==> src/rtl/demux_key.sv <==
// Key-routed demultiplexer: one valid/ready input stream is steered into per-port
// one-entry holding registers; beats with an out-of-range key are counted and dropped.
module demux_key #(
    parameter int unsigned NR_OUT   = 4,
    parameter int unsigned KEY_LEN  = 2,
    parameter int unsigned DATA_LEN = 8,
    parameter int unsigned CNT_LEN  = 8
) (
    input  logic                         clk,
    input  logic                         rst,
    input  logic                         in_valid,
    output logic                         in_ready,
    input  logic [KEY_LEN-1:0]           in_key,
    input  logic [DATA_LEN-1:0]          in_data,
    output logic [NR_OUT-1:0]            out_valid,
    input  logic [NR_OUT-1:0]            out_ready,
    output logic [NR_OUT*DATA_LEN-1:0]   out_data,
    output logic                         drop_err,
    output logic [CNT_LEN-1:0]           drop_cnt
);

    typedef enum logic {StEmpty, StFull} port_state_t;

    // One extra bit so NR_OUT == 2**KEY_LEN is representable.
    localparam logic [KEY_LEN:0]   NrOutW = (KEY_LEN + 1)'(NR_OUT);
    localparam logic [CNT_LEN-1:0] CntMax = '1;

    port_state_t         state_q [NR_OUT];
    port_state_t         state_d [NR_OUT];
    logic [DATA_LEN-1:0] data_q  [NR_OUT];
    logic [NR_OUT-1:0]   load;
    logic [NR_OUT-1:0]   drain;
    logic                key_ok;
    logic                accept;
    logic                drop;
    logic                drop_err_q;
    logic [CNT_LEN-1:0]  drop_cnt_q;

    assign key_ok = {1'b0, in_key} < NrOutW;

    // Handshake and routing decode; invalid keys match no port so in_ready stays 1.
    always_comb begin
        in_ready = 1'b1;
        load     = '0;
        drain    = '0;
        for (int i = 0; i < NR_OUT; i++) begin
            drain[i] = (state_q[i] == StFull) & out_ready[i];
            if (in_key == KEY_LEN'(i)) begin
                in_ready = (state_q[i] == StEmpty) | out_ready[i];
            end
        end
        accept = in_valid & in_ready;
        for (int i = 0; i < NR_OUT; i++) begin
            load[i] = accept & key_ok & (in_key == KEY_LEN'(i));
        end
        drop = accept & ~key_ok;
    end

    always_ff @(posedge clk or negedge rst) begin
        if (!rst) begin
            for (int i = 0; i < NR_OUT; i++) begin
                state_q[i] <= StEmpty;
                data_q[i]  <= '0;
            end
            drop_err_q <= 1'b0;
            drop_cnt_q <= '0;
        end else begin
            for (int i = 0; i < NR_OUT; i++) begin
                state_q[i] <= state_d[i];
                if (load[i]) begin
                    data_q[i] <= in_data;
                end
            end
            drop_err_q <= drop;
            if (drop && (drop_cnt_q != CntMax)) begin
                drop_cnt_q <= drop_cnt_q + CNT_LEN'(1);
            end
        end
    end

    // A load wins over a drain: simultaneous drain and refill keeps the port full.
    always_comb begin
        for (int i = 0; i < NR_OUT; i++) begin
            state_d[i] = state_q[i];
            if (load[i]) begin
                state_d[i] = StFull;
            end else if (drain[i]) begin
                state_d[i] = StEmpty;
            end
        end
    end

    always_comb begin
        out_valid = '0;
        out_data  = '0;
        for (int i = 0; i < NR_OUT; i++) begin
            out_valid[i]                      = (state_q[i] == StFull);
            out_data[DATA_LEN*i +: DATA_LEN] = data_q[i];
        end
        drop_err = drop_err_q;
        drop_cnt = drop_cnt_q;
    end

endmodule

==> config.mk <==
export PLATFORM = sky130hd
export DESIGN_NAME = demux_key
export DESIGN_NICKNAME = d
export VERILOG_FILES = /design/src/rtl/demux_key.sv
export SDC_FILE = /design/constraint.sdc
export NUM_CORES = 1
export LEC_CHECK = 0
export BUFFER_PORTS_ARGS = -buffer_cell sky130_fd_sc_hd__buf_2
export CAP_MARGIN = 20
export CORE_MARGIN = 2
export CORE_UTILIZATION = 50
export DETAILED_ROUTE_END_ITERATION = 10
export GPL_TIMING_DRIVEN = 0
export PLACE_DENSITY_LB_ADDON = 0.15
export SLEW_MARGIN = 10
export SYNTH_ARGS = -nofsm -noshare
export SYNTH_HDL_FRONTEND = slang
export SYNTH_SLANG_ARGS = --single-unit
==> constraint.sdc <==
create_clock -name clk -period 3.6 [get_ports clk]
set_input_delay 0.18 -clock clk [delete_from_list [all_inputs] [get_ports clk]]
set_output_delay 0.18 -clock clk [all_outputs]
set_load 0.01 [all_outputs]
Word-level counts from Yosys, hierarchy flattened
Index checks and enable logic that the tools add are counted.
W data, S select, Z words.
- shifts and indexed selects: 0
- magnitude comparators: 0
- bitwise logic cells: 17
- reduce and logical (&&, ||, !) cells: 5
- eq/ne operators: 3
- muxes and demuxes: 12
- divide/modulo/power cells: 0
- add/sub/neg operators: 0
- multipliers: 0
- operators with widths (kind ; number):
    $mux W1 ; 12
    $and A1 B1 Y1 ; 9
    $reduce_bool A2 Y1 ; 4
    $eq A2 B2 Y1 const B ; 2
    $not A1 Y1 ; 4
    $or A1 B1 Y1 ; 4
    $eq A2 B1 Y1 const B ; 1
    $logic_not A2 Y1 ; 1
- memories kept: 0
- logic and storage cells: 45
- output and inout bits: 46
- register bits: 36
- RAM bits: 0
- latch bits: 0
- ROM bits: 0
- input port bits: 17

Longest topological paths before layout
- depth in word-level cells: 9
- gate-level depth with buffers: 4
- depth with buffers taken out: 3

Least setup slack after synthesis
OpenSTA, ideal clock, no wires.
- path kind: flip-flop to flip-flop
- start: register state_q, in the netlist out_valid[2]
- end: register data_q, in the netlist out_data[16]
- clock period less this slack: 1.321 ns
- stages on the path, launching flop included: 4
- path buffers: 0
- arrival: 1.196 ns
- required time: 3.475 ns
- path slack: 2.279 ns
- cells stage by stage: dfrtp_1 > nand2b_1 > nor3b_4 > mux2_2
- cells in the longest elaborated chain, start to end: 6
- ends and longest elaborated chain (element ; line ; text):
    from (decl) ; 28 ; port_state_t state_q [NR_OUT];
    from (signal, indexed assignment) ; 62 ; state_q[i] <= StEmpty;
    from (signal, indexed assignment) ; 69 ; state_q[i] <= state_d[i];
    $not A1 Y1 ; 49 ; in_ready = (state_q[i] == StEmpty) | out_ready[i];
    $or A1 B1 Y1 ; 49 ;
    $mux W1 (2 in series) ; 48 ; if (in_key == KEY_LEN'(i)) begin
    $and A1 B1 Y1 ; 52 ; accept = in_valid & in_ready;
    $and A1 B1 Y1 ; 54 ; load[i] = accept & key_ok & (in_key == KEY_LEN'(i));
    to (signal, indexed assignment) ; 71 ; data_q[i] <= in_data;
    to (decl) ; 30 ; logic [DATA_LEN-1:0] data_q [NR_OUT];
No other way between the ends.
A chain may end at the register's enable or synchronous reset.

Final worst setup path
- start: register state_q, in the netlist out_valid[0]
- end: output in_ready
- cells in the longest elaborated chain, start to end: 6
- ends and longest elaborated chain (element ; line ; text):
    $not A1 Y1 ; 49 ;
    $or A1 B1 Y1 ; 49 ;
    $mux W1 (4 in series) ; 48 ;
    to (decl) ; 12 ; output logic in_ready,
No other way between the ends.

==> summary.md <==
| Metric | Value |
|---|---|
| Fin. Hold Viols | 0 |
| Worst vdd ir | 0.539 mV |
| Max-cap violations | 0 |
| Worst Path Required | 3420 ps |
| Mapped cell area | 0.00149 mm2 |
| Fin. max-slew vios | 0 |
| Post-Synth XOR/XNOR Area | 0 |
| Minimum clock period | ~1600 ps |
| Critical path type | flop to primary output |
| Net Sw Frac | 0.278 |
| Post CTS Setup Buffer Count | 0 |
| CTS buffer count | 5 |
| DRT Wirelength | 2850 um |
| Synth Area in Compound Gates | 0.00839 |
| Die X-Extent | 58.6 um |
| Residual DRC | 6 |
| Largest net degree at the start of global routing | 37 |
| Worst-path clk slew | between 100 and 150 ps |
| Yosys warns | 0 |
| Layout cells sized above 1 | 0.643 |
| Final Skew | 4.29 ps |
| CTS max path bufs | 2 |
| Slew @ Worst Pin | 763 ps |
| Period utilisation layout | 0.450 |
| Critical path data arrival time | 1440 ps |
| P_sw | around 0.29 mW |
| First-pass iteration count of the detailed router | 7 |
| Max-slew headroom | 0.491 |
| Initial DRC count | 22 |
| Max H-tree Level | 2 |
| Seq/Total Area, Yosys | 0.604 |
| Vias/cell | 4.91 |
| Max FO, Critical Path | 3 |
| Largest family of logic cells by synthesized area | multiplexers |
| RD Place Congestion | 0.701 |
| Clock power share | 0.266 |
| Syn Area/Cell | 15.2 um2 |
| Clock Sinks | 36 |
| Yosys reg bits | 36 |
| Crit path setup slack, layout | 1980 ps |
| Starting density of the core | 0.532 |
| CORE AREA | 0.00281 mm2 |
| Crit-path cells | nand2b_1, mux4_1, buf_2 |
| Pint | 0.759 mW |
| Die footprint | approximately 0.0034 mm2 |
| Vias in the first global route | 978 |
| Gate power share | 0.238 |
| CTS tree | done |
| Post-detail-place hpwl | 2090 um |
| Vias | just under 1k |
| Commonest non-fill, non-tap cell in the layout | buf_2 |
| # IOs | 63 |
| GR Overflow Total | 0 |
| Leakage | 0.964 nW |
| Share of the synthesized area in the top cell type | 0.604 |
| Final Core Density | 0.683 |
| CP Capture Type | primary output |
| Run status | complete, but fails checks |
| Post-synthesis cell count | 98 |
| Post-Synth Simple-Gate Area | 0.0680 |
| Mux cell area share after synthesis | 0.259 |
| Fin cells | 199 |
| Slowest-stage cell, CP | mux4_1 |
| Cell taking the most area after synthesis | dfrtp_1 |
| Post-synthesis adder-cell area fraction | 0 |
| Achievable Freq | ~620 MHz |
| Rows | 19 |
| Cell area power density | 549 mW/mm2 |
| Total track usage | 0.182 |
| Worst hold path class | input pin to flop |
| Cell variety after synth | 16 |
| Synth area leaders | dfrtp_1 (60%), mux2_2 (24%), buf_4 (5.5%) |
| ANT cells | 0 |
| Dpl cells | 190 |
| Root buffer cell | clkbuf_4 |
| Setup TNS | 0 ps |
| Final setup fails | 0 |
| Nets | about 180 |
| Port-buffer cells | 53 |
| Global-route wire length before repair | 4450 um |
| Area grow syn2layout | 28.4% |
| Flop pwr share | 0.496 |
| WL per Instance | roughly 14 um |
| Failing checks | design-rule violations |
| RSZ-0062 raised after global routing | no |
| Placed cell areas | approximately 0.0018 mm2 |
| Finished layout cell area | 0.00192 mm2 |
| Die Y | 58.6 um |
| Antenna Nets Post-Route | 0 |
| Clk_lat worst skew | ~330 ps |
| Startpoint class of the critical path | flop |
| Commonest cells after routing, fill and taps aside | buf_2 (53), dfrtp_1 (36), mux2_2 (32) |
| Place WS | 2090 ps |
| Initial antenna violation count | 0 |
| CP peak stage delay | 480 ps |
## kinds of logic (layout without fill, tap and decap cells)
logic type | count (synthesis) | after routing
AO/OA/AOI/OAI | 2 | 2
multiplexers | 33 | 33
other | 1 | 9
buffers and inverters | 12 | 74
flip-flops | 36 | 36
AND/OR/NAND/NOR | 14 | 14
## routing by layer
metal,global-route usage,share of wire,up-vias
met3,0.0549,0.070,5
met1,0.200,0.39,474
met2,0.324,0.52,40
met5,0,0,-
li1,-,-,459
met4,0.0779,0.015,0
## repair_timing
action / 4_1_cts / 5_1_grt
endpoints found under the hold margin: 36 / 0
hold buffers: 1 / 0
resized for setup: 0 / 0
## registers in the layout (all words and copies together), names as in the netlist
register / count
out_valid: 4
out_data: 32
## power by group through the flow
stage / combinational (mW) / clock (mW) / sequential [mW]
after floorplan: 0.0956 / 0 / 0.567
after global placement: 0.247 / 0 / 0.524
after detailed placement: 0.252 / 0 / 0.531
after CTS: 0.254 / 0.285 / 0.523
after global routing: 0.274 / 0.300 / 0.531
final: 0.250 / 0.279 / 0.522
## per-stage QoR
stage	hold slack, ps	total power [mW]
2_1_floorplan	-116	0.663
3_3_place_gp	289	0.771
3_5_place_dp	296	0.783
4_1_cts	97.3	1.06
5_1_grt	106	1.10
6_report	107	1.05
## Yosys cell counts, drive strengths merged
cell	number
nand3	1
mux4	1
buf	11
mux2	32
nand2b	4
nor3b	2
nand3b	1
o21ai	1
nand2	4
conb	1
inv	1
a21o	1
dfrtp	36
nor2b	2
## critical path: cells and delay by family (launching register included)
family	cells	cell delay [ps]
muxes	1	480
DFF	1	380
buffers and inverters	1	150
and+or+nand+nor	1	90
## layout make-up
class | count | area [um2]
Tap cell | 31 | 38.8
Clock buffer | 5 | 37.5
Buffer | 11 | 82.6
Fill cell | 217 | 890
Inverter | 1 | 3.75
Sequential cell | 36 | 901
Timing Repair Buffer | 54 | 275
Multi-Input combinational cell | 58 | 534
Clock inverter | 3 | 42.5
## final timing paths
kind	slack (ps)	cells after the start	to	from
hold / removal	110	3	out_valid[1]	out_ready[1]
setup / recovery	1980	3	in_ready	out_valid[0]
min in group asynchronous	440	2	out_data[6]	rst
setup reg to reg	2090	3	out_data[18]	out_valid[2]
hold reg to reg	510	1	out_data[4]	out_data[4]
max in group asynchronous	2660	2	out_data[25]	rst
No activity file was read; power rests on OpenSTA's default activity.
